$ cat config.mk
export PLATFORM = sky130hd
export DESIGN_NAME = fetch_stage_flat
export DESIGN_NICKNAME = d
export VERILOG_FILES = /design/src/rtl/cpu_pkg.sv /design/src/rtl/fetch_stage_if.sv /design/src/rtl/fetch_queue.sv /design/src/rtl/fetch_stage.sv /design/src/flat_wrapper.sv
export SDC_FILE = /design/constraint.sdc
export NUM_CORES = 1
export LEC_CHECK = 0
export BUFFER_PORTS_ARGS = -buffer_cell sky130_fd_sc_hd__buf_2
export CAP_MARGIN = 0
export CORE_AREA = 2 2 84 86
export DETAILED_ROUTE_END_ITERATION = 10
export DIE_AREA = 0 0 86 88
export PLACE_DENSITY = 0.83
export SYNTH_ARGS = -nofsm -noshare
export SYNTH_HDL_FRONTEND = slang
export SYNTH_HIERARCHICAL = 1
export SYNTH_SLANG_ARGS = --single-unit
$ cat constraint.sdc
create_clock -name clk -period 11.45 [get_ports clk]
set_input_delay 2.29 -clock clk [delete_from_list [all_inputs] [get_ports clk]]
set_output_delay 2.29 -clock clk [all_outputs]
set_load 0.05 [all_outputs]
$ cat src/rtl/cpu_pkg.sv
// Shared fetch-stage widths, instruction field positions, halt opcode and FSM states.
// Imported by the fetch interface, the prefetch queue and the fetch stage top.
package cpu_pkg;

   localparam int PC_W   = 12;
   localparam int INST_W = 16;
   localparam int OPC_W  = 4;

   localparam int OPC_MSB = 15;
   localparam int OPC_LSB = 12;
   localparam int RA_MSB  = 11;
   localparam int RA_LSB  = 8;
   localparam int RB_MSB  = 7;
   localparam int RB_LSB  = 4;
   localparam int RC_MSB  = 3;
   localparam int RC_LSB  = 0;

   localparam logic [OPC_W-1:0] HALT_OPC = 4'hF;

   typedef enum logic [1:0] {
      IDLE  = 2'd0,
      WAIT  = 2'd1,
      DRAIN = 2'd2
   } fetch_state_t;

   typedef struct packed {
      logic [PC_W-1:0]   pc;
      logic [INST_W-1:0] inst;
   } fetch_entry_t;

   function automatic logic [OPC_W-1:0] opcode_of(input logic [INST_W-1:0] inst);
      return inst[OPC_MSB:OPC_LSB];
   endfunction

endpackage

$ cat src/rtl/fetch_stage_if.sv
// Fetch-stage bundle: instruction-memory request/response plus decode-side head and redirect.
// master = fetch stage, slave = memory/decode environment.
interface fetch_stage_if;
   import cpu_pkg::*;

   logic              stall;
   logic              branchD;
   logic [PC_W-1:0]   PC_branch;
   logic              imem_req;
   logic [PC_W-1:0]   imem_addr;
   logic              imem_valid;
   logic [INST_W-1:0] imem_rdata;
   logic              inst_valid;
   logic [INST_W-1:0] i_inst;
   logic [PC_W-1:0]   pcD;

   modport master (
      input  stall, branchD, PC_branch, imem_valid, imem_rdata,
      output imem_req, imem_addr, inst_valid, i_inst, pcD
   );

   modport slave (
      output stall, branchD, PC_branch, imem_valid, imem_rdata,
      input  imem_req, imem_addr, inst_valid, i_inst, pcD
   );

endinterface

$ cat src/rtl/fetch_queue.sv
// Purpose: DEPTH-entry synchronous FIFO of {pc, inst}; clear beats push and pop.
// Latency: a pushed entry is visible at the head one cycle after the push edge.
// Backpressure: push while full is dropped unless a pop happens in the same cycle.
module fetch_queue
   import cpu_pkg::*;
#(
   parameter  int DEPTH = 2,
   localparam int CNT_W = $clog2(DEPTH + 1)
) (
   input  logic             clk,
   input  logic             reset,
   input  logic             clear,
   input  logic             push,
   input  fetch_entry_t     push_dat,
   input  logic             pop,
   output logic [CNT_W-1:0] count,
   output logic             head_vld,
   output fetch_entry_t     head_dat
);

   localparam int AW = $clog2(DEPTH);

   fetch_entry_t    mem [DEPTH];
   logic [AW-1:0]   wr_ptr;
   logic [AW-1:0]   rd_ptr;
   logic            empty;
   logic            full;
   logic            do_push;
   logic            do_pop;

   assign empty   = (count == '0);
   assign full    = (count == CNT_W'(DEPTH));
   assign do_pop  = pop && !empty;
   assign do_push = push && (!full || do_pop);

   always_ff @(posedge clk) begin
      if (!reset || clear) begin
         wr_ptr <= '0;
         rd_ptr <= '0;
         count  <= '0;
      end else begin
         if (do_push) wr_ptr <= wr_ptr + AW'(1);
         if (do_pop)  rd_ptr <= rd_ptr + AW'(1);
         if (do_push && !do_pop)
            count <= count + CNT_W'(1);
         else if (do_pop && !do_push)
            count <= count - CNT_W'(1);
      end
   end

   // Payload storage needs no reset; validity lives entirely in count.
   always_ff @(posedge clk) begin
      if (do_push && !clear)
         mem[wr_ptr] <= push_dat;
   end

   assign head_vld = !empty;
   assign head_dat = mem[rd_ptr];

endmodule

$ cat src/rtl/fetch_stage.sv
// Purpose: instruction fetch front end; single-outstanding imem requests into a prefetch queue, flushed on branchD. Optional FETCH_HALT_EN adds halted.
// Latency: request issues combinationally from IDLE; a returned word reaches decode one cycle after imem_valid.
// Backpressure: stall holds the queue head; no request issues while the queue is full.
module fetch_stage
   import cpu_pkg::*;
#(
   parameter int                DEPTH    = 2,
   parameter logic [PC_W-1:0]   RESET_PC = 12'h000,
   parameter logic [INST_W-1:0] NOP_INST = 16'h0000
) (
   input  logic          clk,
   input  logic          reset,
   fetch_stage_if.master fif
`ifdef FETCH_HALT_EN
   ,
   output logic          halted
`endif
);

   localparam int CNT_W = $clog2(DEPTH + 1);

   fetch_state_t      state;
   logic [PC_W-1:0]   pc;
   logic [PC_W-1:0]   req_pc;
   logic [CNT_W-1:0]  q_count;
   logic              q_head_vld;
   fetch_entry_t      q_head;
   fetch_entry_t      push_dat;
   logic              issue;
   logic              push;
   logic              pop;
   logic              halt_block;

   // Space is judged on the current count only; a same-cycle pop does not open a slot.
   assign issue = reset && (state == IDLE) && (q_count < CNT_W'(DEPTH))
                  && !fif.branchD && !halt_block;
   assign push     = (state == WAIT) && fif.imem_valid && !fif.branchD;
   assign pop      = q_head_vld && !fif.stall && !fif.branchD;
   assign push_dat = {req_pc, fif.imem_rdata};

   assign fif.imem_req   = issue;
   assign fif.imem_addr  = pc;
   assign fif.inst_valid = q_head_vld;
   assign fif.i_inst     = q_head_vld ? q_head.inst : NOP_INST;
   assign fif.pcD        = q_head_vld ? q_head.pc   : '0;

   always_ff @(posedge clk) begin
      if (!reset) begin
         state  <= IDLE;
         pc     <= RESET_PC;
         req_pc <= '0;
      end else begin
         case (state)
            IDLE: begin
               if (fif.branchD) begin
                  pc <= fif.PC_branch;
               end else if (issue) begin
                  req_pc <= pc;
                  pc     <= pc + PC_W'(1);
                  state  <= WAIT;
               end
            end
            WAIT: begin
               if (fif.branchD) begin
                  pc    <= fif.PC_branch;
                  state <= fif.imem_valid ? IDLE : DRAIN;
               end else if (fif.imem_valid) begin
                  state <= IDLE;
               end
            end
            DRAIN: begin
               if (fif.branchD)    pc    <= fif.PC_branch;
               if (fif.imem_valid) state <= IDLE;
            end
            default: state <= IDLE;
         endcase
      end
   end

`ifdef FETCH_HALT_EN
   assign halt_block = halted;

   always_ff @(posedge clk) begin
      if (!reset)
         halted <= 1'b0;
      else if (fif.branchD)
         halted <= 1'b0;
      else if (push && (opcode_of(fif.imem_rdata) == HALT_OPC))
         halted <= 1'b1;
   end
`else
   assign halt_block = 1'b0;
`endif

   fetch_queue #(.DEPTH(DEPTH)) u_queue (
      .clk      (clk),
      .reset    (reset),
      .clear    (fif.branchD),
      .push     (push),
      .push_dat (push_dat),
      .pop      (pop),
      .count    (q_count),
      .head_vld (q_head_vld),
      .head_dat (q_head)
   );

endmodule

$ cat src/flat_wrapper.sv
// flat-port wrapper written by rule: the top's interface ports become plain ports
module fetch_stage_flat import cpu_pkg::*;
#(
   parameter int                DEPTH    = 2,
   parameter logic [PC_W-1:0]   RESET_PC = 12'h000,
   parameter logic [INST_W-1:0] NOP_INST = 16'h0000
)
  (clk, reset, fif_stall, fif_branchD, fif_PC_branch, fif_imem_valid, fif_imem_rdata, fif_imem_req, fif_imem_addr, fif_inst_valid, fif_i_inst, fif_pcD);
  fetch_stage_if fif_i ();
  input  logic clk;
  input  logic reset;
  input wire logic [$bits(fif_i.stall)-1:0] fif_stall;
  input wire logic [$bits(fif_i.branchD)-1:0] fif_branchD;
  input wire logic [$bits(fif_i.PC_branch)-1:0] fif_PC_branch;
  input wire logic [$bits(fif_i.imem_valid)-1:0] fif_imem_valid;
  input wire logic [$bits(fif_i.imem_rdata)-1:0] fif_imem_rdata;
  output wire logic [$bits(fif_i.imem_req)-1:0] fif_imem_req;
  output wire logic [$bits(fif_i.imem_addr)-1:0] fif_imem_addr;
  output wire logic [$bits(fif_i.inst_valid)-1:0] fif_inst_valid;
  output wire logic [$bits(fif_i.i_inst)-1:0] fif_i_inst;
  output wire logic [$bits(fif_i.pcD)-1:0] fif_pcD;
  assign fif_i.stall = fif_stall;
  assign fif_i.branchD = fif_branchD;
  assign fif_i.PC_branch = fif_PC_branch;
  assign fif_i.imem_valid = fif_imem_valid;
  assign fif_i.imem_rdata = fif_imem_rdata;
  assign fif_imem_req = fif_i.imem_req;
  assign fif_imem_addr = fif_i.imem_addr;
  assign fif_inst_valid = fif_i.inst_valid;
  assign fif_i_inst = fif_i.i_inst;
  assign fif_pcD = fif_i.pcD;
  fetch_stage #(.DEPTH(DEPTH), .RESET_PC(RESET_PC), .NOP_INST(NOP_INST)) u_core (.clk(clk), .reset(reset), .fif(fif_i));
endmodule
# Word level (Yosys, flattened, before mapping)
# Memories as Yosys holds them, arrays and structs flattened. A register that Yosys moved wholly into a read port is not among the register bits.
# Index checks and enable logic that the tools add are counted.
dict set report classes {
  mux 18
  add_sub_neg 5
  n_lt_le_gt_ge 1
  n_eq_ne 7
  n_bitwise 1
  reduce_logical 29
}
# op count
set op_table {}
lappend op_table {{12-bit 2-to-1 mux} 4}
lappend op_table {{12-bit case mux with 2 select lines} 1}
lappend op_table {{16-bit 2-to-1 mux} 1}
lappend op_table {{2-bit 2-to-1 mux} 7}
lappend op_table {{12-bit by 1-bit adder with 12-bit output, second input constant} 1}
lappend op_table {{1-bit logical AND} 12}
lappend op_table {{1-bit zero test} 7}
lappend op_table {{2-bit case mux with 3 select lines} 1}
lappend op_table {{3-bit AND reduction} 2}
lappend op_table {{2-bit equality test, second input constant} 2}
lappend op_table {{2-bit zero test} 2}
lappend op_table {{1-bit 2-to-1 mux} 4}
lappend op_table {{2-bit inequality test, second input constant} 2}
lappend op_table {{2-bit nonzero test} 2}
lappend op_table {{3-bit inequality test, second input constant} 1}
lappend op_table {{1-bit adder, second input constant} 2}
lappend op_table {{2-bit by 1-bit adder with 2-bit output, second input constant} 1}
lappend op_table {{2-bit by 1-bit equality test with 1-bit output, second input constant} 1}
lappend op_table {{1-bit logical OR} 2}
lappend op_table {{2-bit less-than comparator, second input constant} 1}
lappend op_table {{2-bit by 1-bit inequality test with 1-bit output, second input constant} 1}
lappend op_table {{2-bit AND reduction} 1}
lappend op_table {{2-bit OR reduction} 1}
lappend op_table {{2-bit by 1-bit subtractor with 2-bit output, second input constant} 1}
lappend op_table {{1-bit inverter} 1}
dict set report word_totals {
  ram_bits 56
  word_cells 68
  ff_bits 30
  memories 1
}
# name depth word_bits read_ports rd_ports_with_merged_regs wr line_no
set memory_table {}
lappend memory_table {u_core.u_queue.mem 2 28 1 1 1 fetch_queue.sv:23} ;# fetch_entry_t mem [DEPTH];

# Depth between registers and ports, before layout
dict set report logic_depth {
  word_depth 11
  ltp_mapped 9
}

# By module
# The synthesis kept the hierarchy.
# module area_per_inst_um2 n_inst cells_each
set modules_own_cells {}
lappend modules_own_cells {fetch_queue 2264.7 1 114}
lappend modules_own_cells {fetch_stage 1554.0 1 205}

# Worst setup path after synthesis
# Ideal clock, no wire load.
dict set report synth_timing {
  kind {input -> output}
  start {input fif_branchD}
  end {output fif_imem_req}
  arrival_ps 3442
  required_ps 9160
  n_path_buf 2
  path_stages 3
  slack_ps 5718
  path_cell_list {nor4bb_1 clkbuf_1 buf_1}
}
dict set report synth_via {
  elab_chain_len 2
}
# item line_no
set synth_lines {}
lappend synth_lines {{start: declaration} flat_wrapper.sv:13} ;# input wire logic [$bits(fif_i.branchD)-1:0] fif_branchD;
lappend synth_lines {{1-bit zero test} fetch_stage.sv:36} ;# && !fif.branchD && !halt_block;
lappend synth_lines {{1-bit logical AND} fetch_stage.sv:36}
lappend synth_lines {{end: declaration} flat_wrapper.sv:17} ;# output wire logic [$bits(fif_i.imem_req)-1:0] fif_imem_req;
# No other way between the ends.

# Final worst setup path
dict set report layout_timing {
  start {input reset}
  end {output fif_imem_req}
}
dict set report layout_via {
  elab_chain_len 3
}
# item line_no
set layout_lines {}
lappend layout_lines {{start: declaration} flat_wrapper.sv:11} ;# input logic reset;
lappend layout_lines {{1-bit logical AND (2 in series)} fetch_stage.sv:35} ;# assign issue = reset && (state == IDLE) && (q_count < CNT_W'(DEPTH))
lappend layout_lines {{1-bit logical AND} fetch_stage.sv:36}
# No other way between the ends.

==> implementation parameters <==
Parameter                              Value

Global route
  Via count of the first global-routing pass    around 2400
  Largest net degree at the start of global routing    36
  Overall track demand over capacity in global routing    19.1%
  Final global-route overflow total    0
  Initial antenna violation count    0
  Wire length of the first global-routing pass    about 11000 um

Synthesis
  Cell types with the highest counts after synthesis    edfxtp_1 (56), nand2_1 (36), dfxtp_1 (31), and2_1 (30), mux2_2 (28)
  Post-synthesis cell area    3820 sq um
  Number of synthesis warnings    6
  Post-synthesis cell type count    50
  Most common cell in the synthesized netlist    edfxtp_1
  Number of flops mapped to enable cells by yosys    56
  Post-synthesis net count    ~360
  Largest cells by area after synthesis    edfxtp_1 (44%), dfxtp_1 (16%), mux2_2 (8.3%), and2_1 (4.9%), nand2_1 (3.5%)
  Total of flip-flops plus latches after synthesis    87
  Gate count after technology mapping    319
  Share of flip-flops with an asynchronous set or reset    0%
  Area share of the leading cell type in the synthesized netlist    about 44%
  Top_reg_cell synth    edfxtp_1
  Most area-hungry cell type in the Yosys netlist    edfxtp_1
  Portion of the post-synthesis area used by sequential elements    approximately 60%
  Average size of a mapped cell    roughly 12 sq um

CTS
  Total number of clock tree sinks    87
  Total of hold buffers inserted after clock tree synthesis    0
  Buffers inserted during post-CTS setup optimization    0
  H-tree depth    3
  Quantity of gates resized following cts    0
  Maximum clock insertion buffer count    2
  Cell chosen for the clock root    clkbuf_8
  CTS tree    done
  Clk pin slew, worst setup/hold paths    ~0.08 ns
  Insertion delay of the later-clocked pin in the worst-skew pair    approximately 0.35 ns
  TritonCTS buffer count    9

Place
  Placed insts    460
  DPL Wire Length    between 4000 and 5000 um
  Port Buf Inserts    74
  Weighted congestion at the end of routability-driven global placement    approximately 0.84

Detailed routing
  DRT antenna net count    0
  Remaining routing DRC violations    0
  1st-pass router iterations    4
  WL/cell    14.9 um
  Routed Wire Length    between 7000 and 8000 um
  Via/cell ratio    5.67
  DRC marker count from the first detailed-route iteration    about 130
  Count of vias placed by the detailed router    2700

Timing
  Fmax    between 150 and 200 MHz
  Remaining max-slew budget at the tightest pin    30.2%
  Finish-stage setup viols    0
  Final number of max-transition violations    0
  Sum Neg Setup Slack    0 ns
  Worst-case clock skew    around 0.011 ns
  Setup repair after global routing missed its margin    false
  Tightest Pin Transition    around 1.0 ns
  Hold Fails Final Rpt    0
  Final period demand of the worst path    between 6 and 7 ns
  Fin crit share    52.6%
  Smallest hold slack    approximately 0.46 ns

Critical path
  Highest fanout seen on the critical path    35
  Class of the most critical setup path    input port to output pin
  Sort of element at the start of the critical path    input port
  Setup slack of the worst register-to-register path    8.84 ns
  R2R Path Start    u_core/u_queue/count[1]$_SDFFE_PP0P_
  Data required, critical path    9.16 ns
  CP Data Arrival Time    around 3.7 ns
  Reg-to-Reg End    u_core/u_queue/count[1]$_SDFFE_PP0P_
  End point of the critical path    fif_imem_req
  Critical Path Sink Type    output pin
  Number of cell instances on the worst register-to-register path    6
  Worst setup path start    reset

Floorplan
  Std-Cell Core Area    about 6600 sq um
  Effective utilization at floorplan    a little under three fifths
  Count of pins on the block boundary    75
  Overall die height    88 um
  Die outline area    7570 sq um
  Placement row count    30
  DIE WIDTH    between 80 and 90 um

Power and ir drop
  Total power divided by cell area    136 nW/um^2
  Switching fraction of total power    between 20% and 30%
  Logic pwr share    a little over a tenth
  Net switching power of the design    approximately 160 uW
  Static leakage    ~1.8 nW
  Overall power of the completed layout    ~600 uW
  Clock group share of total power    30.7%
  Share of power burned in registers    58.3%
  IR Drop Worst-Case VDD    0.0000814 V
  Internal Pwr Total    ~440 uW

Job
  Count of maximum capacitance violations    0

Status
  Run status    finished clean

Cells and area
  Ratio of cells with drive above 1 in the final layout    approximately 33%
  Number of antenna diodes    0
  Fill count    around 510
  Nets    430
  Final core utilization    between 60% and 70%
  Area growth, synth to finish    16.3%
  Non-filler cells, final    476

Worst hold path
  Hold WC Path Type    flop to flop
through the flow:
stage,worst slack [ns],instance area (sq um)
after detailed placement,5.43,4270
final,5.42,4440
after CTS,5.44,4440
after global routing,5.31,4440
after global placement,5.47,4270
after floorplan,5.72,3820
how the worst min path moves through the flow:
stage / start / endpoint / slack, ns / depth (start not counted)
floorplan: u_core/req_pc[0]$_SDFFE_PN0P_ / u_core/u_queue/mem[0][16]$_DFFE_PP_ / 0.43 / 0
global placement: u_core/req_pc[2]$_SDFFE_PN0P_ / u_core/u_queue/mem[0][18]$_DFFE_PP_ / 0.44 / 0
detailed placement: u_core/req_pc[8]$_SDFFE_PN0P_ / u_core/u_queue/mem[0][24]$_DFFE_PP_ / 0.45 / 0
CTS: u_core/req_pc[8]$_SDFFE_PN0P_ / u_core/u_queue/mem[1][24]$_DFFE_PP_ / 0.47 / 0
global route: u_core/req_pc[8]$_SDFFE_PN0P_ / u_core/u_queue/mem[1][24]$_DFFE_PP_ / 0.48 / 0
finish: u_core/req_pc[8]$_SDFFE_PN0P_ / u_core/u_queue/mem[1][24]$_DFFE_PP_ / 0.46 / 0
flip-flops by register name, summed over array words and instances (netlist names), named ones only:
signal,flops
u_core/u_queue/wr_ptr,1
u_core/u_queue/mem,56
u_core/fif.imem_addr,12
u_core/u_queue/rd_ptr,1
u_core/u_queue/count,2
u_core/req_pc,12
u_core/state,2
logic make-up (layout without fill, tap and decap cells):
kind of cell	Yosys count	after routing	share of synthesized area [%]
AOI/OAI and AO/OA	56	56	10.1
muxes	29	29	8.52
buffers and inverters	24	101	2.59
DFF	87	87	60.3
xor gates and xnor gates	3	3	0.688
adders and majority gates	6	6	1.97
and+or+nand+nor	114	114	15.9
worst max-delay path: stages:
cell and delay, ns:
buf_2 0.46, nor4bb_4 0.38, buf_4 0.28, buf_2 0.31
cell type report:
class | instances | area (sq um) | share of cell area, %
flip-flops and latches | 87 | 2300 | 51.8
multi-input cells | 208 | 1440 | 32.5
repair buffers | 78 | 400 | 9.01
clock buffers | 9 | 124 | 2.79
well taps | 80 | 100 | 2.25
clock inverters | 7 | 46.3 | 1.04
inverters | 7 | 26.3 | 0.592
cell usage in the layout, fill, tap and decap left out, drive strengths merged, types with 2 or more instances in the layout:
cell type	instances
a21boi	2
o31ai	3
o31a	3
clkinv	4
nor2b	2
edfxtp	56
or2	3
nand4	5
mux2	28
nor3b	3
nand2b	2
a21oi	10
and3	3
buf	78
nand3	9
nand2	36
clkbuf	9
dfxtp	31
ha	6
nor2	11
and4	3
inv	9
o21bai	2
and2	30
xor2	3
o21ai	21
o221a	3
o22ai	2
routing by layer:
layer	vias to the layer above	part of all wire (%)	track usage, %
met5	-	0	0
met4	0	1.1	6.20
met3	5	7.3	5.28
met2	108	47	30.5
met1	1274	44	25.6
li1	1313	-	-
power by group through the flow:
| stage | logic, mW | clock network [mW] | registers [mW] |
|---|---|---|---|
| 3_5_place_dp | 0.0659 | 0 | 0.359 |
| 5_1_grt | 0.0716 | 0.203 | 0.353 |
| 2_1_floorplan | 0.0336 | 0 | 0.370 |
| 3_3_place_gp | 0.0645 | 0 | 0.358 |
| 6_report | 0.0660 | 0.185 | 0.352 |
| 4_1_cts | 0.0661 | 0.190 | 0.351 |
No activity file was read; power rests on OpenSTA's default activity.
